`config.mk`:
```
export PLATFORM = sky130hd
export DESIGN_NAME = valu_lane_sequencer
export DESIGN_NICKNAME = d
export VERILOG_FILES = /design/src/rtl/valu_lane_sequencer.sv
export SDC_FILE = /design/constraint.sdc
export NUM_CORES = 1
export LEC_CHECK = 0
export CAP_MARGIN = 20
export CORE_ASPECT_RATIO = 1.2
export CORE_MARGIN = 2
export CORE_UTILIZATION = 50
export CTS_BUF_LIST = sky130_fd_sc_hd__clkbuf_16
export CTS_CLUSTER_SIZE = 12
export DETAILED_ROUTE_END_ITERATION = 12
export GPL_TIMING_DRIVEN = 1
export PLACE_DENSITY = 0.86
export SLEW_MARGIN = 20
export SYNTH_ARGS = -nofsm -noshare
export SYNTH_HDL_FRONTEND = slang
export SYNTH_SLANG_ARGS = --single-unit
```
`constraint.sdc`:
```
create_clock -name clk -period 3.5 [get_ports clk]
set_clock_uncertainty 0.15 [all_clocks]
set_input_delay 1.05 -clock clk [delete_from_list [all_inputs] [get_ports clk]]
set_output_delay 1.05 -clock clk [all_outputs]
set_load 0.02 [all_outputs]
```
`src/rtl/valu_lane_sequencer.sv`:
```
// ----------------------------------------------------------------------------
// valu_lane_sequencer
//
// Execution-side responder for the SIMD/SIMF ALU controller handshake.
// A start pulse latches the opcode and EXEC mask. The sequencer then walks the
// LANES-wide vector datapath through four passes that cover the whole
// wavefront. Each pass result is masked by its EXEC slice and packed into the
// VCC value. A single-cycle done pulse releases the controller's write-back
// stage.
//
// Ports
//   clk              rising-edge clock
//   rst              synchronous, active-high reset
//   in_alu_start     single-cycle start pulse (ignored while busy)
//   in_alu_control   opcode, sampled with in_alu_start
//   in_exec_value    EXEC mask, sampled with in_alu_start
//   in_pass_cmp      per-lane compare result, sampled when out_pass_capture=1
//   out_busy         operation in flight (state != IDLE)
//   out_alu_opcode   latched opcode
//   out_pass_valid   one-cycle pass issue pulse
//   out_pass_idx     current pass number 0..3
//   out_lane_mask    EXEC slice for the current pass
//   out_pass_capture datapath result for the current pass is valid
//   out_valu_done    one-cycle completion pulse
//   out_vcc_value    assembled compare result, held until next start
// ----------------------------------------------------------------------------
module valu_lane_sequencer #(
    parameter int          LANES        = 16,
    parameter logic [7:0]  LONG_OP_TYPE = 8'h08,
    parameter int          LONG_LAT     = 4
) (
    input  logic                 clk,
    input  logic                 rst,
    input  logic                 in_alu_start,
    input  logic [31:0]          in_alu_control,
    input  logic [4*LANES-1:0]   in_exec_value,
    input  logic [LANES-1:0]     in_pass_cmp,
    output logic                 out_busy,
    output logic [31:0]          out_alu_opcode,
    output logic                 out_pass_valid,
    output logic [1:0]           out_pass_idx,
    output logic [LANES-1:0]     out_lane_mask,
    output logic                 out_pass_capture,
    output logic                 out_valu_done,
    output logic [4*LANES-1:0]   out_vcc_value
);

    localparam int CNT_W = (LONG_LAT > 2) ? $clog2(LONG_LAT) : 1;

    typedef enum logic [1:0] {
        S_IDLE,
        S_ISSUE,
        S_WAIT,
        S_DONE
    } state_t;

    state_t               r_state;
    state_t               w_next;
    logic [31:0]          r_opcode;
    logic [4*LANES-1:0]   r_exec;
    logic [4*LANES-1:0]   r_vcc;
    logic [1:0]           r_idx;
    logic [LANES-1:0]     r_mask;
    logic [CNT_W-1:0]     r_cnt;
    logic                 r_long;

    logic                 w_pass_valid;
    logic                 w_capture;
    logic                 w_done;
    logic                 w_last;
    logic                 w_accept;
    logic [1:0]           w_idx_nxt;

    assign w_last    = (r_idx == 2'd3);
    assign w_accept  = (r_state == S_IDLE) && in_alu_start;
    assign w_idx_nxt = r_idx + 2'd1;

    // Next-state and pulse outputs
    always_comb begin
        w_next       = r_state;
        w_pass_valid = 1'b0;
        w_capture    = 1'b0;
        w_done       = 1'b0;
        case (r_state)
            S_IDLE: begin
                if (in_alu_start) begin
                    // An all-zero EXEC has nothing to compute: skip straight to done.
                    w_next = (in_exec_value == '0) ? S_DONE : S_ISSUE;
                end
            end
            S_ISSUE: begin
                w_pass_valid = 1'b1;
                if (r_long) begin
                    w_next = S_WAIT;
                end else begin
                    // Short ops return their result in the issue cycle itself.
                    w_capture = 1'b1;
                    w_next    = w_last ? S_DONE : S_ISSUE;
                end
            end
            S_WAIT: begin
                if (r_cnt == CNT_W'(1)) begin
                    w_capture = 1'b1;
                    w_next    = w_last ? S_DONE : S_ISSUE;
                end
            end
            S_DONE: begin
                w_done = 1'b1;
                w_next = S_IDLE;
            end
            default: w_next = S_IDLE;
        endcase
    end

    // State and datapath registers
    always_ff @(posedge clk) begin
        if (rst) begin
            r_state  <= S_IDLE;
            r_opcode <= '0;
            r_exec   <= '0;
            r_vcc    <= '0;
            r_idx    <= '0;
            r_mask   <= '0;
            r_cnt    <= '0;
            r_long   <= 1'b0;
        end else begin
            r_state <= w_next;

            if (w_accept) begin
                r_opcode <= in_alu_control;
                r_exec   <= in_exec_value;
                r_vcc    <= '0;
                r_idx    <= '0;
                r_mask   <= in_exec_value[LANES-1:0];
                r_long   <= (in_alu_control[31:24] == LONG_OP_TYPE);
            end

            // Counter loads in the issue cycle; capture fires when it reads 1,
            // giving LONG_LAT cycles per pass including the issue cycle.
            if (r_state == S_ISSUE && r_long) begin
                r_cnt <= CNT_W'(LONG_LAT - 1);
            end else if (r_state == S_WAIT) begin
                r_cnt <= r_cnt - CNT_W'(1);
            end

            if (w_capture) begin
                r_vcc[LANES*r_idx +: LANES] <= in_pass_cmp & r_mask;
                if (!w_last) begin
                    r_idx  <= w_idx_nxt;
                    r_mask <= r_exec[LANES*w_idx_nxt +: LANES];
                end
            end
        end
    end

    assign out_busy         = (r_state != S_IDLE);
    assign out_alu_opcode   = r_opcode;
    assign out_pass_valid   = w_pass_valid;
    assign out_pass_idx     = r_idx;
    assign out_lane_mask    = r_mask;
    assign out_pass_capture = w_capture;
    assign out_valu_done    = w_done;
    assign out_vcc_value    = r_vcc;

endmodule

```
==> run metrics <==
DIE WIDTH=115 microns; # DRC=0; Post-Syn Nets=982; critical path class=flop to output pin; vias in the first global route=6,559; Yosys cell types=41; Logic pwr share=15.9%; # rows=48; worst-margin pin slew=0.811 ns; CTS Buffer Depth=2; Final Setup Violations=0; area of the multi-input gates=3470 sq um; Area Overhead vs Synth=40.2%; post-route ant nets=0; Yosys warnings=0; CTS tree=yes; internal power=3.58 mW; Placer Congestion=0.890; Tcrit/Tclk final=97.1%; synthesized area=7450 sq um; r2r setup slk=0.79 ns; HPWL Detailed=15,300 microns; filler cell count=1,102; core area=14,500 sq um; Switching Share=26.4%; final hold viol count=0; Power Total=4.86 mW; worst endpoint required time=2.30 ns; outcome=complete, no violations; Setup crit start kind=flop; DRT Pass-1 Iters=5; Initial Utilization=51.5%; H-tree Lvls=4; LEAKAGE=3.67 nW; antenna fix cells=0; clock root buffer=clkbuf_16; first-pass GRT wire length=33,600 microns; Place WS=0.523 ns; Worst Hold Path Cells=2; NetSw=1.29 mW; Post-Syn Area per Cell=8.71 sq um; max capacitance violation total=0; Arr. time, crit path=2.20 ns; fin worst setup slack=0.0998 ns; post-route cell area=10,400 sq um; Max rail drop VDD=299 uV; Slew headroom=45.9%; final core utilization=72.1%; total wire length=21,800 microns; hold crit path type=flop to flop; Worst Reg-to-Reg Cells=6; Iter 0 DRT Violations=842; wire per inst=17.3 microns; Pwr Density=466 nW/um^2; clock-pin slew on the worst setup and hold paths=0.07 ns; share of cells above drive strength 1=6.13%; largest net degree at the start of global routing=184; register area=3660 sq um; die area=15,900 sq um; Tot GR Track Use=27.2%; sequential fraction of the synthesis area=49.2%; Clk Latency, worst-skew pair=0.43 ns; fmax=294 MHz; Setup crit end kind=output pin; setup TNS=0 ns; RSZ-0062 raised after global routing=no; placed inst area=9880 sq um; Syn Inst Count=855; Max Slew Vio Count=0; Vias/cell=5.69; post-CTS setup buffer count=0; Clk pwr share=37.8%; DIE HEIGHT=138 microns; hold buffers post-CTS=0; post-route minimum period=3.40 ns; # nets final=1,175; gr ovfl total=0; total number of vias=7,172; Yosys reg bits=183; Port Buffer Count=232; clock sink count=183; IO Count=233; part of the power in registers=46.4%; CTS buffer count=17; crit path max fanout=6; initial antenna violation count=0
-- power groups by stage --
stage               Sequential (mW)  Clock (mW)  Combinational [mW]
floorplan                      2.34           0               0.353
global placement               2.29           0               0.757
detailed placement             2.30           0               0.765
CTS                            2.25        1.86               0.769
global route                   2.26        1.94               0.832
finish                         2.25        1.84               0.772
-- worst paths after layout --
kind | from | end
setup reg to reg | r_state[1]$_SDFFE_PP0P_ | out_vcc_value[47]$_SDFF_PP0_
setup / recovery | r_state[1]$_SDFFE_PP0P_ | out_pass_capture
hold reg to reg | out_alu_opcode[22]$_SDFFE_PP0P_ | out_alu_opcode[22]$_SDFFE_PP0P_
hold / removal | out_alu_opcode[22]$_SDFFE_PP0P_ | out_alu_opcode[22]$_SDFFE_PP0P_
-- layout by cell type, fill, tap and decap left out, types with 2 or more instances in the layout --
cell and instances:
mux2i_1 3, buf_12 4, clkinv_4 3, mux4_2 16
bufinv_16 2, nor4_1 16, a21oi_1 121, nor2_1 64
nand2_1 212, buf_4 8, and2_1 16, o211ai_2 4
clkinv_1 4, o2111a_1 2, nand4_1 2, o21ai_0 2
or3b_1 16, a311oi_1 16, nor4b_1 3, clkdlybuf4s50_1 231
clkbuf_16 17, ha_1 11, nand3_1 25, a32oi_1 45
inv_6 2, dfxtp_1 183, inv_1 9
-- cell families (layout without fill, tap and decap cells) --
group	after synthesis	after routing	share of synthesized area [%]
AO/OA/AOI/OAI	196	196	17.4
XOR/XNOR	1	1	0.118
adder cells (fa/ha/maj)	12	12	2.02
buffers and inverters	79	284	4.35
flip-flops	183	183	49.2
multiplexers	19	19	5.24
AND/OR/NAND/NOR	365	365	21.7
-- critical path, cell delays in order, from the launching register on --
cell and delay [ns]:
dfxtp_1 0.43, inv_1 0.12, ha_1 0.32, inv_1 0.08, a21oi_1 0.18, clkdlybuf4s50_1 0.65
-- synthesized netlist by cell type --
| library cell | count | area share, % |
|---|---|---|
| a2111oi_4 | 1 | 0.37 |
| a21oi_1 | 121 | 8.1 |
| a221oi_1 | 1 | 0.12 |
| a2bb2oi_1 | 1 | 0.12 |
| a311oi_1 | 16 | 1.9 |
| a32oi_1 | 45 | 5.3 |
| and2_1 | 17 | 1.4 |
| and4_1 | 1 | 0.12 |
| buf_1 | 3 | 0.15 |
| buf_2 | 10 | 0.67 |
| buf_4 | 2 | 0.20 |
| buf_6 | 1 | 0.15 |
| clkbuf_1 | 54 | 2.7 |
| dfxtp_1 | 183 | 49 |
| ha_1 | 12 | 2.0 |
| inv_1 | 8 | 0.40 |
| inv_2 | 1 | 0.050 |
| mux2i_1 | 3 | 0.40 |
| mux4_2 | 16 | 4.8 |
| nand2_1 | 213 | 11 |
| nand2b_1 | 1 | 0.084 |
| nand3_1 | 25 | 1.7 |
| nand3b_1 | 1 | 0.10 |
| nand4_1 | 2 | 0.17 |
| nor2_1 | 64 | 3.2 |
| nor2b_1 | 1 | 0.084 |
| nor3_1 | 1 | 0.067 |
| nor4_1 | 16 | 1.3 |
| nor4b_1 | 3 | 0.35 |
| nor4bb_1 | 1 | 0.13 |
| o2111a_1 | 2 | 0.30 |
| o2111ai_1 | 1 | 0.12 |
| o211ai_1 | 1 | 0.10 |
| o211ai_2 | 4 | 0.67 |
| o21ai_0 | 2 | 0.13 |
| o32ai_1 | 1 | 0.12 |
| or2_1 | 1 | 0.084 |
| or3_1 | 1 | 0.084 |
| or3b_1 | 16 | 1.9 |
| or4_4 | 1 | 0.15 |
| xnor2_1 | 1 | 0.12 |
-- per-layer routing --
| metal | GRT usage, % | part of all wire [%] | vias up |
|---|---|---|---|
| li1 | - | - | 3412 |
| met1 | 34.0 | 39 | 3368 |
| met5 | 0 | 0 | - |
| met3 | 5.41 | 7.2 | 48 |
| met2 | 45.1 | 50 | 344 |
| met4 | 12.4 | 3.1 | 0 |
-- cell type report --
class	count	area share (%)
Timing Repair Buffer	244	23.6
Clock buffer	17	4.07
Tap cell	200	2.40
Multi-Input combinational cell	593	33.2
Inverter	9	0.324
Sequential cell	183	35.1
Clock inverter	14	1.29
-- metrics by stage --
stage / instances / hold WS (ns)
2_1_floorplan: 855 / 0.283
3_3_place_gp: 1229 / 0.289
3_5_place_dp: 1229 / 0.295
4_1_cts: 1260 / 0.304
5_1_grt: 1260 / 0.318
6_report: 1260 / 0.302
-- state kept, by name, summed over array words and instances, names as in the netlist --
register and cells:
r_state 2, r_long 1, out_vcc_value 64, r_exec 64
out_lane_mask 16, out_pass_idx 2, out_alu_opcode 32, r_cnt 2
-- repair_timing --
item                                    in CTS  in global routing
gates resized for setup                      0                  1
endpoints found under the setup margin       0                  1
hold endpoints to repair                     0                  0
Power figures use the tool's default switching activity.
